<file path="src/rtl/parity_frame_serializer_if.sv">
// parity_frame_serializer_if: word handshake in, framed serial bit stream out.
interface parity_frame_serializer_if #(parameter int DATA_W = 8);
  logic [DATA_W-1:0] i_data;
  logic              i_valid;
  logic              o_ready;
  logic              i_stall;
  logic              o_x;
  logic              o_bit_valid;
  logic              o_sof;
  logic              o_eof;
  logic [7:0]        o_frame_cnt;
  modport master (output i_data, i_valid, i_stall,
                  input  o_ready, o_x, o_bit_valid, o_sof, o_eof, o_frame_cnt);
  modport slave  (input  i_data, i_valid, i_stall,
                  output o_ready, o_x, o_bit_valid, o_sof, o_eof, o_frame_cnt);
endinterface

</file>
<file path="src/rtl/parity_frame_serializer.sv">
// parity_frame_serializer: shifts a word out bit-serially followed by one parity bit.
module parity_frame_serializer #(
  parameter int DATA_W     = 8,
  parameter bit LSB_FIRST  = 1,
  parameter bit ODD_PARITY = 0
) (
  input logic                     i_clk,
  input logic                     i_rst_n,
  parity_frame_serializer_if.slave bus
);
  localparam int IW = $clog2(DATA_W);
  typedef enum logic [1:0] {IDLE, SHIFT, PARITY} state_t;
  state_t            state, state_n;
  logic [IW-1:0]     idx, idx_n;
  logic [DATA_W-1:0] sr, sr_n, din;
  logic [7:0]        cnt, cnt_n;
  logic              par, par_n, x, x_n, bv, bv_n, sof, sof_n, eof, eof_n;
  logic              rst_sync, ready, accept, last;
  // Store the word pre-ordered so bit idx is always the idx-th bit shifted out
  for (genvar i = 0; i < DATA_W; i++) begin : g_ord
    assign din[i] = bus.i_data[LSB_FIRST ? i : DATA_W-1-i];
  end
  assign ready  = rst_sync & ~bus.i_stall & (state != SHIFT);
  assign accept = bus.i_valid & ready;
  assign last   = idx == IW'(DATA_W-1);
  always_comb begin
    state_n = state;
    idx_n   = idx;
    sr_n    = sr;
    par_n   = par;
    cnt_n   = cnt;
    x_n     = x;
    bv_n    = 1'b0;
    sof_n   = 1'b0;
    eof_n   = 1'b0;
    if (!bus.i_stall) begin
      cnt_n = (state == PARITY) ? cnt + 8'd1 : cnt;
      if (accept) begin
        state_n = SHIFT;
        idx_n   = '0;
        sr_n    = din;
        par_n   = (^bus.i_data) ^ ODD_PARITY;
        x_n     = din[0];
        bv_n    = 1'b1;
        sof_n   = 1'b1;
      end else if (state == SHIFT) begin
        bv_n    = 1'b1;
        state_n = last ? PARITY : SHIFT;
        idx_n   = last ? idx : idx + 1'b1;
        x_n     = last ? par : sr[idx + 1'b1];
        eof_n   = last;
      end else begin
        state_n = IDLE;
        x_n     = 1'b0;
      end
    end
  end
  // One-flop release stage: the first accept lands on the second edge after release
  always_ff @(posedge i_clk or negedge i_rst_n) begin
    if (!i_rst_n) rst_sync <= 1'b0;
    else          rst_sync <= 1'b1;
  end
  always_ff @(posedge i_clk or negedge i_rst_n) begin
    if (!i_rst_n) begin
      state <= IDLE;
      idx   <= '0;
      sr    <= '0;
      par   <= 1'b0;
      cnt   <= '0;
      x     <= 1'b0;
      bv    <= 1'b0;
      sof   <= 1'b0;
      eof   <= 1'b0;
    end else begin
      state <= state_n;
      idx   <= idx_n;
      sr    <= sr_n;
      par   <= par_n;
      cnt   <= cnt_n;
      x     <= x_n;
      bv    <= bv_n;
      sof   <= sof_n;
      eof   <= eof_n;
    end
  end
  assign bus.o_ready     = ready;
  assign bus.o_x         = x;
  assign bus.o_bit_valid = bv;
  assign bus.o_sof       = sof;
  assign bus.o_eof       = eof;
  assign bus.o_frame_cnt = cnt;
endmodule
</file>
<file path="src/flat_wrapper.sv">
// flat-port wrapper written by rule: the top's interface ports become plain ports
module parity_frame_serializer_flat 
#(
  parameter int DATA_W     = 8,
  parameter bit LSB_FIRST  = 1,
  parameter bit ODD_PARITY = 0
)
  (i_clk, i_rst_n, bus_i_data, bus_i_valid, bus_i_stall, bus_o_ready, bus_o_x, bus_o_bit_valid, bus_o_sof, bus_o_eof, bus_o_frame_cnt);
  parity_frame_serializer_if #(.DATA_W(DATA_W)) bus_i ();
  input logic i_clk;
  input logic i_rst_n;
  input wire logic [$bits(bus_i.i_data)-1:0] bus_i_data;
  input wire logic [$bits(bus_i.i_valid)-1:0] bus_i_valid;
  input wire logic [$bits(bus_i.i_stall)-1:0] bus_i_stall;
  output wire logic [$bits(bus_i.o_ready)-1:0] bus_o_ready;
  output wire logic [$bits(bus_i.o_x)-1:0] bus_o_x;
  output wire logic [$bits(bus_i.o_bit_valid)-1:0] bus_o_bit_valid;
  output wire logic [$bits(bus_i.o_sof)-1:0] bus_o_sof;
  output wire logic [$bits(bus_i.o_eof)-1:0] bus_o_eof;
  output wire logic [$bits(bus_i.o_frame_cnt)-1:0] bus_o_frame_cnt;
  assign bus_i.i_data = bus_i_data;
  assign bus_i.i_valid = bus_i_valid;
  assign bus_i.i_stall = bus_i_stall;
  assign bus_o_ready = bus_i.o_ready;
  assign bus_o_x = bus_i.o_x;
  assign bus_o_bit_valid = bus_i.o_bit_valid;
  assign bus_o_sof = bus_i.o_sof;
  assign bus_o_eof = bus_i.o_eof;
  assign bus_o_frame_cnt = bus_i.o_frame_cnt;
  parity_frame_serializer #(.DATA_W(DATA_W), .LSB_FIRST(LSB_FIRST), .ODD_PARITY(ODD_PARITY)) u_core (.i_clk(i_clk), .i_rst_n(i_rst_n), .bus(bus_i));
endmodule
</file>
<file path="config.mk">
export PLATFORM = sky130hd
export DESIGN_NAME = parity_frame_serializer_flat
export DESIGN_NICKNAME = d
export VERILOG_FILES = /design/src/rtl/parity_frame_serializer_if.sv /design/src/rtl/parity_frame_serializer.sv /design/src/flat_wrapper.sv
export SDC_FILE = /design/constraint.sdc
export NUM_CORES = 1
export LEC_CHECK = 0
export CAP_MARGIN = 5
export CORE_MARGIN = 5
export CORE_UTILIZATION = 65
export DETAILED_ROUTE_END_ITERATION = 7
export DONT_BUFFER_PORTS = 1
export PLACE_DENSITY_LB_ADDON = 0.15
export SLEW_MARGIN = 20
export SYNTH_ARGS = -nofsm -noshare
export SYNTH_HDL_FRONTEND = slang
export SYNTH_SLANG_ARGS = --single-unit
export TNS_END_PERCENT = 5
</file>
<file path="constraint.sdc">
create_clock -name i_clk -period 2.5 [get_ports i_clk]
set_input_delay 0.5 -clock i_clk [delete_from_list [all_inputs] [get_ports i_clk]]
set_output_delay 0.5 -clock i_clk [all_outputs]
set_load 0.02 [all_outputs]
</file>
Word level (Yosys, flattened, before mapping)
Index checks and enable logic that the tools add are counted.

word-level totals
  word-level logic and storage cells = 46
  output and inout bits = 13
  flip-flop bits (word level) = 27
  bits of input ports = 12

operators by class
  bitwise gates (word level) = 4
  mux-type cells = 19
  order comparisons = 1
  reductions and logical operators = 5
  equal/unequal tests = 5
  $add $sub $neg = 2

operator list
  operator                                             count
  two-way mux 1 bit                                    12
  two-way mux 3 bit                                    3
  adder 8 x 1 -> 8 bit (second input constant)         1
  XOR reduction 8 bit                                  1
  two-way mux 2 bit                                    3
  < comparator 3 x 4 -> 1 bit (second input constant)  1
  != test 2 x 1 -> 1 bit (second input constant)       2
  AND reduction 2 bit                                  2
  adder 3 x 1 -> 3 bit (second input constant)         1
  bitwise AND 1 bit                                    3
  binary-select mux 1 bit (select 3 bit)               1
  == test 3 bit (second input constant)                1
  AND reduction 3 bit                                  1
  == test 2 x 1 -> 1 bit (second input constant)       1
  == test 2 bit (second input constant)                1
  nonzero test 2 bit                                   1
  inverter 1 bit                                       1

Depth between registers and ports, before layout
Gate-level depths: netlist (run 1).

  depth after elaboration = 6
  depth in mapped cells = 6
  depth with buffers taken out = 6

Worst setup path after synthesis (run 1)
OpenSTA, ideal clock, no wires.

  path kind = reg-to-reg
  start = reg u_core.idx[0]
  end = reg u_core.x, in the netlist u_core.bus.o_x
  arrival = 1.588 ns
  required time = 2.423 ns
  stages on the path, launching flop included = 7
  setup slack = 0.834 ns
  clock period less this slack = 1.666 ns
  library setup time = 0.077 ns
  path buffers = 0
  path through = dfrtp_1 -> ha_1 -> ha_1 -> mux4_1 -> mux2i_1 -> or3_1 -> a21oi_1

between the ends
  longest elaborated chain between the ends = 6
  elaborated cells between the ends (all ways) = 7
  those cells by class = add/sub (1); eq/ne (1); mux (5)

ends and longest elaborated chain
  item                                     RTL line                       source
  start: declaration                       parity_frame_serializer.sv:14  logic [IW-1:0] idx, idx_n;
  start signal: assignment                 parity_frame_serializer.sv:76  idx <= idx_n;
  adder 3 x 1 -> 3 bit                     parity_frame_serializer.sv:50  x_n = last ? par : sr[idx + 1'b1];
  binary-select mux 1 bit (select 3 bit)   parity_frame_serializer.sv:50
  two-way mux 1 bit (implied by the code)  parity_frame_serializer.sv:50
  two-way mux 1 bit *                      parity_frame_serializer.sv:50
  two-way mux 1 bit *                      parity_frame_serializer.sv:46  end else if (state == SHIFT) begin
  two-way mux 1 bit *                      parity_frame_serializer.sv:38  if (accept) begin
  end signal: assignment                   parity_frame_serializer.sv:80  x <= x_n;
  end: declaration                         parity_frame_serializer.sv:17  logic par, par_n, x, x_n, bv, bv_n, sof, sof_n, eof, eof_n;

Mark *: on every way between the ends. The rest lies on a longest branch, timed or not. The select of a mux whose other input is x is not followed.
A chain may end at the register's enable or synchronous reset.

Final worst setup path (run 1)
  start = reg u_core.state[1]
  end = out bus_o_ready

between the ends
  longest elaborated chain between the ends = 2

ends and longest elaborated chain
  item                      RTL line                       source
  start: declaration        parity_frame_serializer.sv:13  state_t state, state_n;
  start signal: assignment  parity_frame_serializer.sv:75  state <= state_n;
  != test 2 x 1 -> 1 bit    parity_frame_serializer.sv:23  assign ready = rst_sync & ~bus.i_stall & (state != SHIFT);
  bitwise AND 1 bit         parity_frame_serializer.sv:23
  end: declaration          flat_wrapper.sv:15             output wire logic [$bits(bus_i.o_ready)-1:0] bus_o_ready;

No other way between the ends.

==> results of run 1 <==
==> repair_timing <==
action | in CTS | in global routing
hold endpoints to repair | 27 | 0
hold buffers | 2 | 0
buffers inserted | 0 | 0
==> sequential cells by signal (all words and copies together), names as in the netlist, 2 cells and up <==
signal / cells
u_core.bus.o_frame_cnt: 8
u_core.sr: 8
u_core.idx: 3
u_core.state: 2
==> worst max-delay path: cells and delay by family, from the launching register on <==
family / cells / cell delay, ns
and+or+nand+nor: 2 / 0.61
DFF: 1 / 0.42
==> cells in the mapped netlist, types with 2 or more instances <==
cell type	instances	area (um^2)
sky130_fd_sc_hd__mux2i_1	3	30.0
sky130_fd_sc_hd__xor2_1	2	17.5
sky130_fd_sc_hd__o21ai_0	3	15.0
sky130_fd_sc_hd__mux4_1	2	52.6
sky130_fd_sc_hd__nor2_1	5	18.8
sky130_fd_sc_hd__ha_1	4	50.1
sky130_fd_sc_hd__dfrtp_1	27	676
sky130_fd_sc_hd__nand2_1	28	105
sky130_fd_sc_hd__nand3_2	2	20.0
sky130_fd_sc_hd__buf_2	2	10.0
sky130_fd_sc_hd__nand4_1	2	12.5
sky130_fd_sc_hd__xnor2_1	13	114
==> stage by stage <==
stage	instance area, um^2	instances	util	hold slack, ns
2_1_floorplan	1260	110	-	0.204
3_3_place_gp	1280	135	0.674	0.205
3_5_place_dp	1280	135	0.674	0.205
4_1_cts	1340	141	0.705	0.231
5_1_grt	1340	141	0.705	0.202
6_report	1340	141	0.705	0.242
==> power groups by stage <==
stage	clock network (mW)	registers, mW	logic (mW)
after floorplan	0	0.676	0.338
after global placement	0	0.701	0.368
after detailed placement	0	0.704	0.383
after CTS	0.196	0.693	0.399
after global routing	0.218	0.710	0.457
final	0.190	0.694	0.398
==> layout by cell type (no fill, tap or decap), drive strengths merged <==
cell type,count
dlygate4sd3,1
o21ai,3
nor3b,2
nand4b,1
mux2i,3
nor2b,1
a21oi,1
ha,4
and4,1
a211oi,1
nand2b,1
buf,2
nand3,2
and3,1
nand2,28
clkinvlp,1
xor2,2
nor3,1
and3b,1
dfrtp,27
conb,1
or3,1
nor2,5
xnor2,13
mux4,2
mux2,1
nand4,2
inv,1
a21o,1
clkbuf,3
==> metal layers <==
metal  GRT usage  up-vias  wire length, um
met3      0.0443        2              107
met4      0.0498        0               13
li1            -      370                -
met1       0.200      379              909
met2       0.284       15             1050
met5           0        -                0
==> path summary, 6_finish.rpt <==
| path | from | endpoint | slack (ns) | cells past startpoint |
|---|---|---|---|---|
| worst max register to register | u_core.idx[0] | u_core.bus.o_x | 0.71 | 6 |
| worst min-delay path | bus_i_stall | u_core.bus.o_eof | 0.24 | 1 |
| worst min register to register | u_core.sr[2] | u_core.sr[2] | 0.49 | 2 |
| worst max-delay path | u_core.state[1] | bus_o_ready | 0.66 | 2 |
| max in group asynchronous | i_rst_n | u_core.bus.o_frame_cnt[2] | 1.74 | 2 |
| min in group asynchronous | i_rst_n | u_core.bus.o_bit_valid | 0.60 | 2 |
==> cells by family (layout without fill, tap and decap cells) <==
| group | after synthesis | in the layout | share of synthesized area |
|---|---|---|---|
| simple gates | 47 | 47 | 0.195 |
| flops | 27 | 27 | 0.536 |
| xor+xnor | 15 | 15 | 0.104 |
| compound gates | 6 | 6 | 0.0278 |
| mux | 6 | 6 | 0.0744 |
| fa+ha+maj | 4 | 4 | 0.0397 |
| buf+inv | 4 | 8 | 0.0198 |
| other cells | 1 | 1 | 0.00297 |
==> layout make-up <==
type                    count  area (um^2)
clock buffers               3         22.5
inverters                   1         3.75
multi-input cells          79          561
repair buffers              3         37.5
well taps                  27         33.8
flip-flops and latches     27          676
clock inverters             1         7.51
fillers                   142          561
==> results list, run 1 <==
- Overall routed net length: 2080 um
- The worst setup path is captured at a primary output.
- Placeable Area: about 1900 um^2
- The die covers 2920 um^2.
* Post_cts resized: 0
- In this design, the stage delay of the slowest critical-path cell is 0.42 ns.
- Post-route clock skew: around 0.0044 ns
* Combinational share of power: 0.310
* Total chip power: ~1.3 mW
- Required time of the critical path: 2.00 ns
- Cell internal power was estimated by the tool at 0.842 mW.
- Of all flip-flops after synthesis, the portion carrying an async set or reset was 1.00.
* Sw Share: 0.343
* Sequential-to-total area share from yosys stat: 0.536
* Post-Synthesis Cell Area: 1260 um^2
* DRT antenna net count: 0
- The cell sitting at the root of the clock tree is a sky130_fd_sc_hd__clkbuf_4.
- At the end of routability-driven placement, the weighted congestion stood at roughly 0.71.
- CTS tree: done
- After technology mapping, the gate count stands at 110.
- Net switching power: 0.440 mW
* Final count of negative-setup-slack endpoints: 0
* Data arrival time of the critical path: 1.34 ns
* Leakage power of the design: between 0.6 and 0.7 nW
- The initial antenna violation count is 0.
- Dividing the detail-routed wire length by the instance count gives approximately 15 um.
- The flow ran to the end, and the final reports show no timing, DRC or antenna violations.
- Entering global routing, the biggest net connects 28 pins.
* Relative area change from synthesis to final layout: 6.35%
- IR analysis of the VDD net gives a maximum drop of roughly 650 uV.
- Starting utilization of the core area: 0.663
- Die W: around 54 um
* Final-stage net count: roughly 130
- After layout, the worst setup slack is about 0.66 ns.
- Number of optimization iterations in the first detailed-route pass: 4
- Worst-path cell chain: nand2b_1 > and3b_1
- Count of different cell masters after synthesis: 29
* Clock network power share: 0.148
- The share of total power dissipated in sequential elements is 0.542.
- Unrepaired setup endpoints after global routing: no
- Average footprint of a synthesized cell: about 11 um^2
* Max Fanout on Critical Path: 7
- The final-report max-slew violation count came to 0.
* Synth Net Count: 126
- The smallest clock period supported by the final layout is computed as 1.84 ns.
* Cell with the largest stage delay on the worst path: sky130_fd_sc_hd__dfrtp_1
- In the final layout, the share of cells above drive strength 1 is 0.114.
- Number of I/O port buffers: 0
- The longest clock path from root to sink contains 2 buffers.
* Synthesis warning total: 0
- In the finished design, the share of the clock period the worst path needs comes to 0.738.
- # H-tree levels: 1
- In the routed layout, each cell is associated on average with a via count of roughly 5.4.
- Clock edge transition at the registers on the reported setup and hold paths: roughly 0.14 ns
- Post-DP HPWL: about 1500 um
- In this run the core area contains 16 standard-cell rows.
* PD cells: 956 nW/um^2
* Routed vias: between 700 and 800
- The synthesized design contains 27 register bits.
- Total congestion overflow after global routing: 0
- Critical path class: reg -> out
* Startpoint types: flop
* Wire length of the first global-routing pass: 3460 um
- The repair_antennas step left the layout with diodes totalling 0.
- Later-pin clock latency in the skew report: 0.32 ns
- Hold violation total from the final report: 0
- Prior to clock tree synthesis, the placed netlist has a worst setup slack of ~0.75 ns.
* Via count of the first global-routing pass: around 800
- DRC marker count from the first detailed-route iteration: 13
- In the global route stage, overall resource usage came out at 0.165.
* TritonCTS Sinks: 27
* Number of design rule violations left after detail routing: 0
* Sum Neg Setup Slack: 0 ns
- The synthesized design contains 0 enable-type register cells.
- Count of boundary I/O pins: 25
- Maximum frequency from static timing analysis: approximately 540 MHz
- In this run the vertical extent of the chip is 54.1 um.
* Top_reg_cell synth: sky130_fd_sc_hd__dfrtp_1
* Total CTS buffers: 3
- Hold/Removal Path Class: in -> reg
- Number of maximum-capacitance constraint violations: 0
(Power assumes the default switching activity.)
==> inputs of run 2 (changes only) <==
Settings changed: CORE_UTILIZATION 65 to 55.
Clock period 2.5 ns to 1.5 ns, I/O delays scaled along.
==> results list, run 2 (same netlist as run 1, synthesis figures left out) <==
- The startpoint of the worst-slack reg-to-reg timing path is u_core.idx[1] (was u_core.idx[0]).
* Status: complete, but fails checks (was finished clean)
* DRT antenna net count: 0 (unchanged)
- The non-filler instance count after layout came to 149 (was 141).
- Pins Over Slew Limit: 0 (unchanged)
* Clock buffer depth: 2 (unchanged)
- Total number of placement rows: 17 (was 16)
- The via count is 810 (was 766).
- The placeable core region came to 2190 um^2 (was 1900 um^2).
* Filler cell count in the final layout: 171 (was 142)
- Standard cell area after detailed placement: 1350 um^2 (was 1280 um^2)
- The worst IR drop on VDD is 1160 uV (was 651 uV).
- Static timing analysis puts the maximum clock frequency at approximately 620 MHz.
- The half-perimeter wire length after placement came to 1590 um (was 1470 um).
- The number of levels the H-tree was split into came to 1 (unchanged).
* DP Worst Slack: -0.140 ns (was 0.748 ns)
- Final count of negative-setup-slack endpoints: 1 (was 0)
- Dpl cells: 143 (was 135)
- Largest net degree at the start of global routing: 28 (unchanged)
- Cell count of the worst reg-to-reg path: 5 (was 6)
- Total CTS buffers: 3 (unchanged)
- Start point of the worst min-delay path: bus_i_stall (unchanged)
- The final clock skew was 0.00573 ns (was 0.00435 ns).
* Required time of the critical path: 1.72 ns (was 2.00 ns)
* Most common library cell in the layout ignoring fill and taps: sky130_fd_sc_hd__nand2_1 (unchanged)
- The end of the worst register-to-register path is u_core.bus.o_x (unchanged).
- The height of the die is 57.9 um (was 54.1 um).
* Count of boundary I/O pins: 25 (unchanged)
- Unrepaired setup endpoints after global routing: yes (was no)
- The clock transition at the registers of the reported paths is 0.14 ns (about the same).
* End point of the critical path: u_core.bus.o_x (was bus_o_ready)
- Highest-count cells in the layout ignoring fill and taps: 28 x sky130_fd_sc_hd__nand2_1, 27 x sky130_fd_sc_hd__dfrtp_1, 13 x sky130_fd_sc_hd__xnor2_1 (unchanged).
* Final period demand of the worst path: approximately 1.6 ns
- Die W: 57.9 um (was 54.1 um)
* Max Fanout on Critical Path: 3 (was 7)
- The path class of the lowest-slack min-delay path is in -> reg (unchanged).
- The via count of the first global-routing pass is 809 (was 797).
* Number of I/O port buffers: 0 (unchanged)
- The detailed-router iteration count before antenna repair came to 4 (unchanged).
- The root cell of the clock tree was sky130_fd_sc_hd__clkbuf_4 (unchanged).
- Final Worst Setup Slack: -0.121 ns (was 0.656 ns)
- Starting utilization of the core area: 0.576 (was 0.663)
* Crit end category: flop (was primary output)
- The latest clock arrival within the worst-skew pair came to 0.31 ns (was 0.32 ns).
- TritonCTS Sinks: 27 (unchanged)
- The aggregate global-route resource usage was 0.148 (was 0.165).
- The arrival time of data at the critical path endpoint came to 1.84 ns (was 1.34 ns).
- The wire length reported by the detailed router was 2160 um (was 2080 um).
* DRC marker count from the first detailed-route iteration: 13 (unchanged)
- Total congestion overflow after global routing: 0 (unchanged)
- Startpoint types: flop (unchanged)
- Final cell utilization of the core: 0.652 (was 0.705)
- Share of the clock period used by the worst path after layout: 1.08
- The global-route wire length before repair was 3820 um (was 3460 um).
* Share of layout cells above drive strength 1: 0.215 (was 0.114)
- The DRC violation count after routing was 0 (unchanged).
- The static power due to leakage came to 0.686 nW (was 0.658 nW).
- Via count normalized by instance count: 5.44 (was 5.43)
- The checks that failed: negative setup slack.
* CTS tree: done (unchanged)
- Die Area: 3350 um^2 (was 2920 um^2)
* Design Area, Final: 1430 um^2 (was 1340 um^2)
* Initial antenna violation count: 0 (unchanged)
- Final-stage net count: 138 (was 131)
- The number of maximum-capacitance violations is 0 (unchanged).
* Critical path class: reg -> reg (was reg -> out)
- Diode count: 0 (unchanged)
- The setup slack of the worst register-to-register path is -0.12 ns (was 0.71 ns).
- The beginning of the critical path is u_core.idx[1] (was u_core.state[1]).
* Total chip power: 2.32 mW (was 1.28 mW)
- The number of buffers inserted to repair setup after CTS came to 0 (unchanged).
- The final weighted congestion in routability-driven placement came to 0.726 (was 0.715).
- The post-detailed-route wirelength per cell is 14.5 um (was 14.7 um).
- Relative area change from synthesis to final layout: 13.2% (was 6.35%)
* Hold violation total from the final report: 0 (unchanged)
- The power per unit of standard cell area was 1620 nW/um^2 (was 956 nW/um^2).
-- run 2: worst min path at each step --
stage / cells after the start / end / slack (ns)
finish: 1 / u_core.bus.o_eof / 0.05
global route: 1 / u_core.bus.o_eof / 0.01
CTS: 1 / u_core.bus.o_eof / 0.03
detailed placement: 0 / u_core.bus.o_frame_cnt[7] / 0.005
global placement: 0 / u_core.bus.o_frame_cnt[5] / 0.005
floorplan: 0 / u_core.bus.o_bit_valid / 0.004
-- run 2: cell type report --
| class | instances | area, um^2 | share of cell area |
|---|---|---|---|
| inverters | 1 | 3.75 | 0.00263 |
| repair buffers | 10 | 90.1 | 0.0631 |
| multi-input cells | 79 | 597 | 0.418 |
| clock buffers | 4 | 26.3 | 0.0184 |
| well taps | 28 | 35.0 | 0.0245 |
| flip-flops and latches | 27 | 676 | 0.473 |
-- run 2: power breakdown --
part	internal (mW)	switching, mW
logic	0.484	0.361
registers	0.949	0.220
clock network	0.104	0.199
total	1.54	0.780
-- run 2: metrics by stage --
step           hold WS [ns]  TNS [ns]
5_1_grt              0.0119    -0.249
4_1_cts              0.0315    -0.199
2_1_floorplan       0.00441    -0.111
6_report             0.0463    -0.121
3_5_place_dp        0.00526    -0.140
3_3_place_gp        0.00506    -0.110
-- run 2: per-layer routing --
layer / up-vias / wire length [um] / global-route usage
li1: 385 / - / -
met1: 403 / 983 / 0.213
met2: 20 / 995 / 0.215
met3: 2 / 160 / 0.0334
met4: 0 / 18 / 0.0596
met5: - / 0 / 0
-- run 2: what timing repair did --
| action | in CTS | in global routing |
|---|---|---|
| resized for setup | 2 | 3 |
| pin swaps | 4 | 1 |
| hold buffers | 2 | 0 |
| endpoints found under the hold margin | 27 | 0 |
| endpoints found under the setup margin | 2 | 4 |
-- run 2: worst max-delay path, stage by stage (launching register included) --
cell and delay, ns:
sky130_fd_sc_hd__dfrtp_1 0.43, sky130_fd_sc_hd__ha_4 0.30, sky130_fd_sc_hd__mux4_2 0.48, sky130_fd_sc_hd__mux2i_1 0.14, sky130_fd_sc_hd__or3_1 0.13, sky130_fd_sc_hd__a21oi_2 0.05
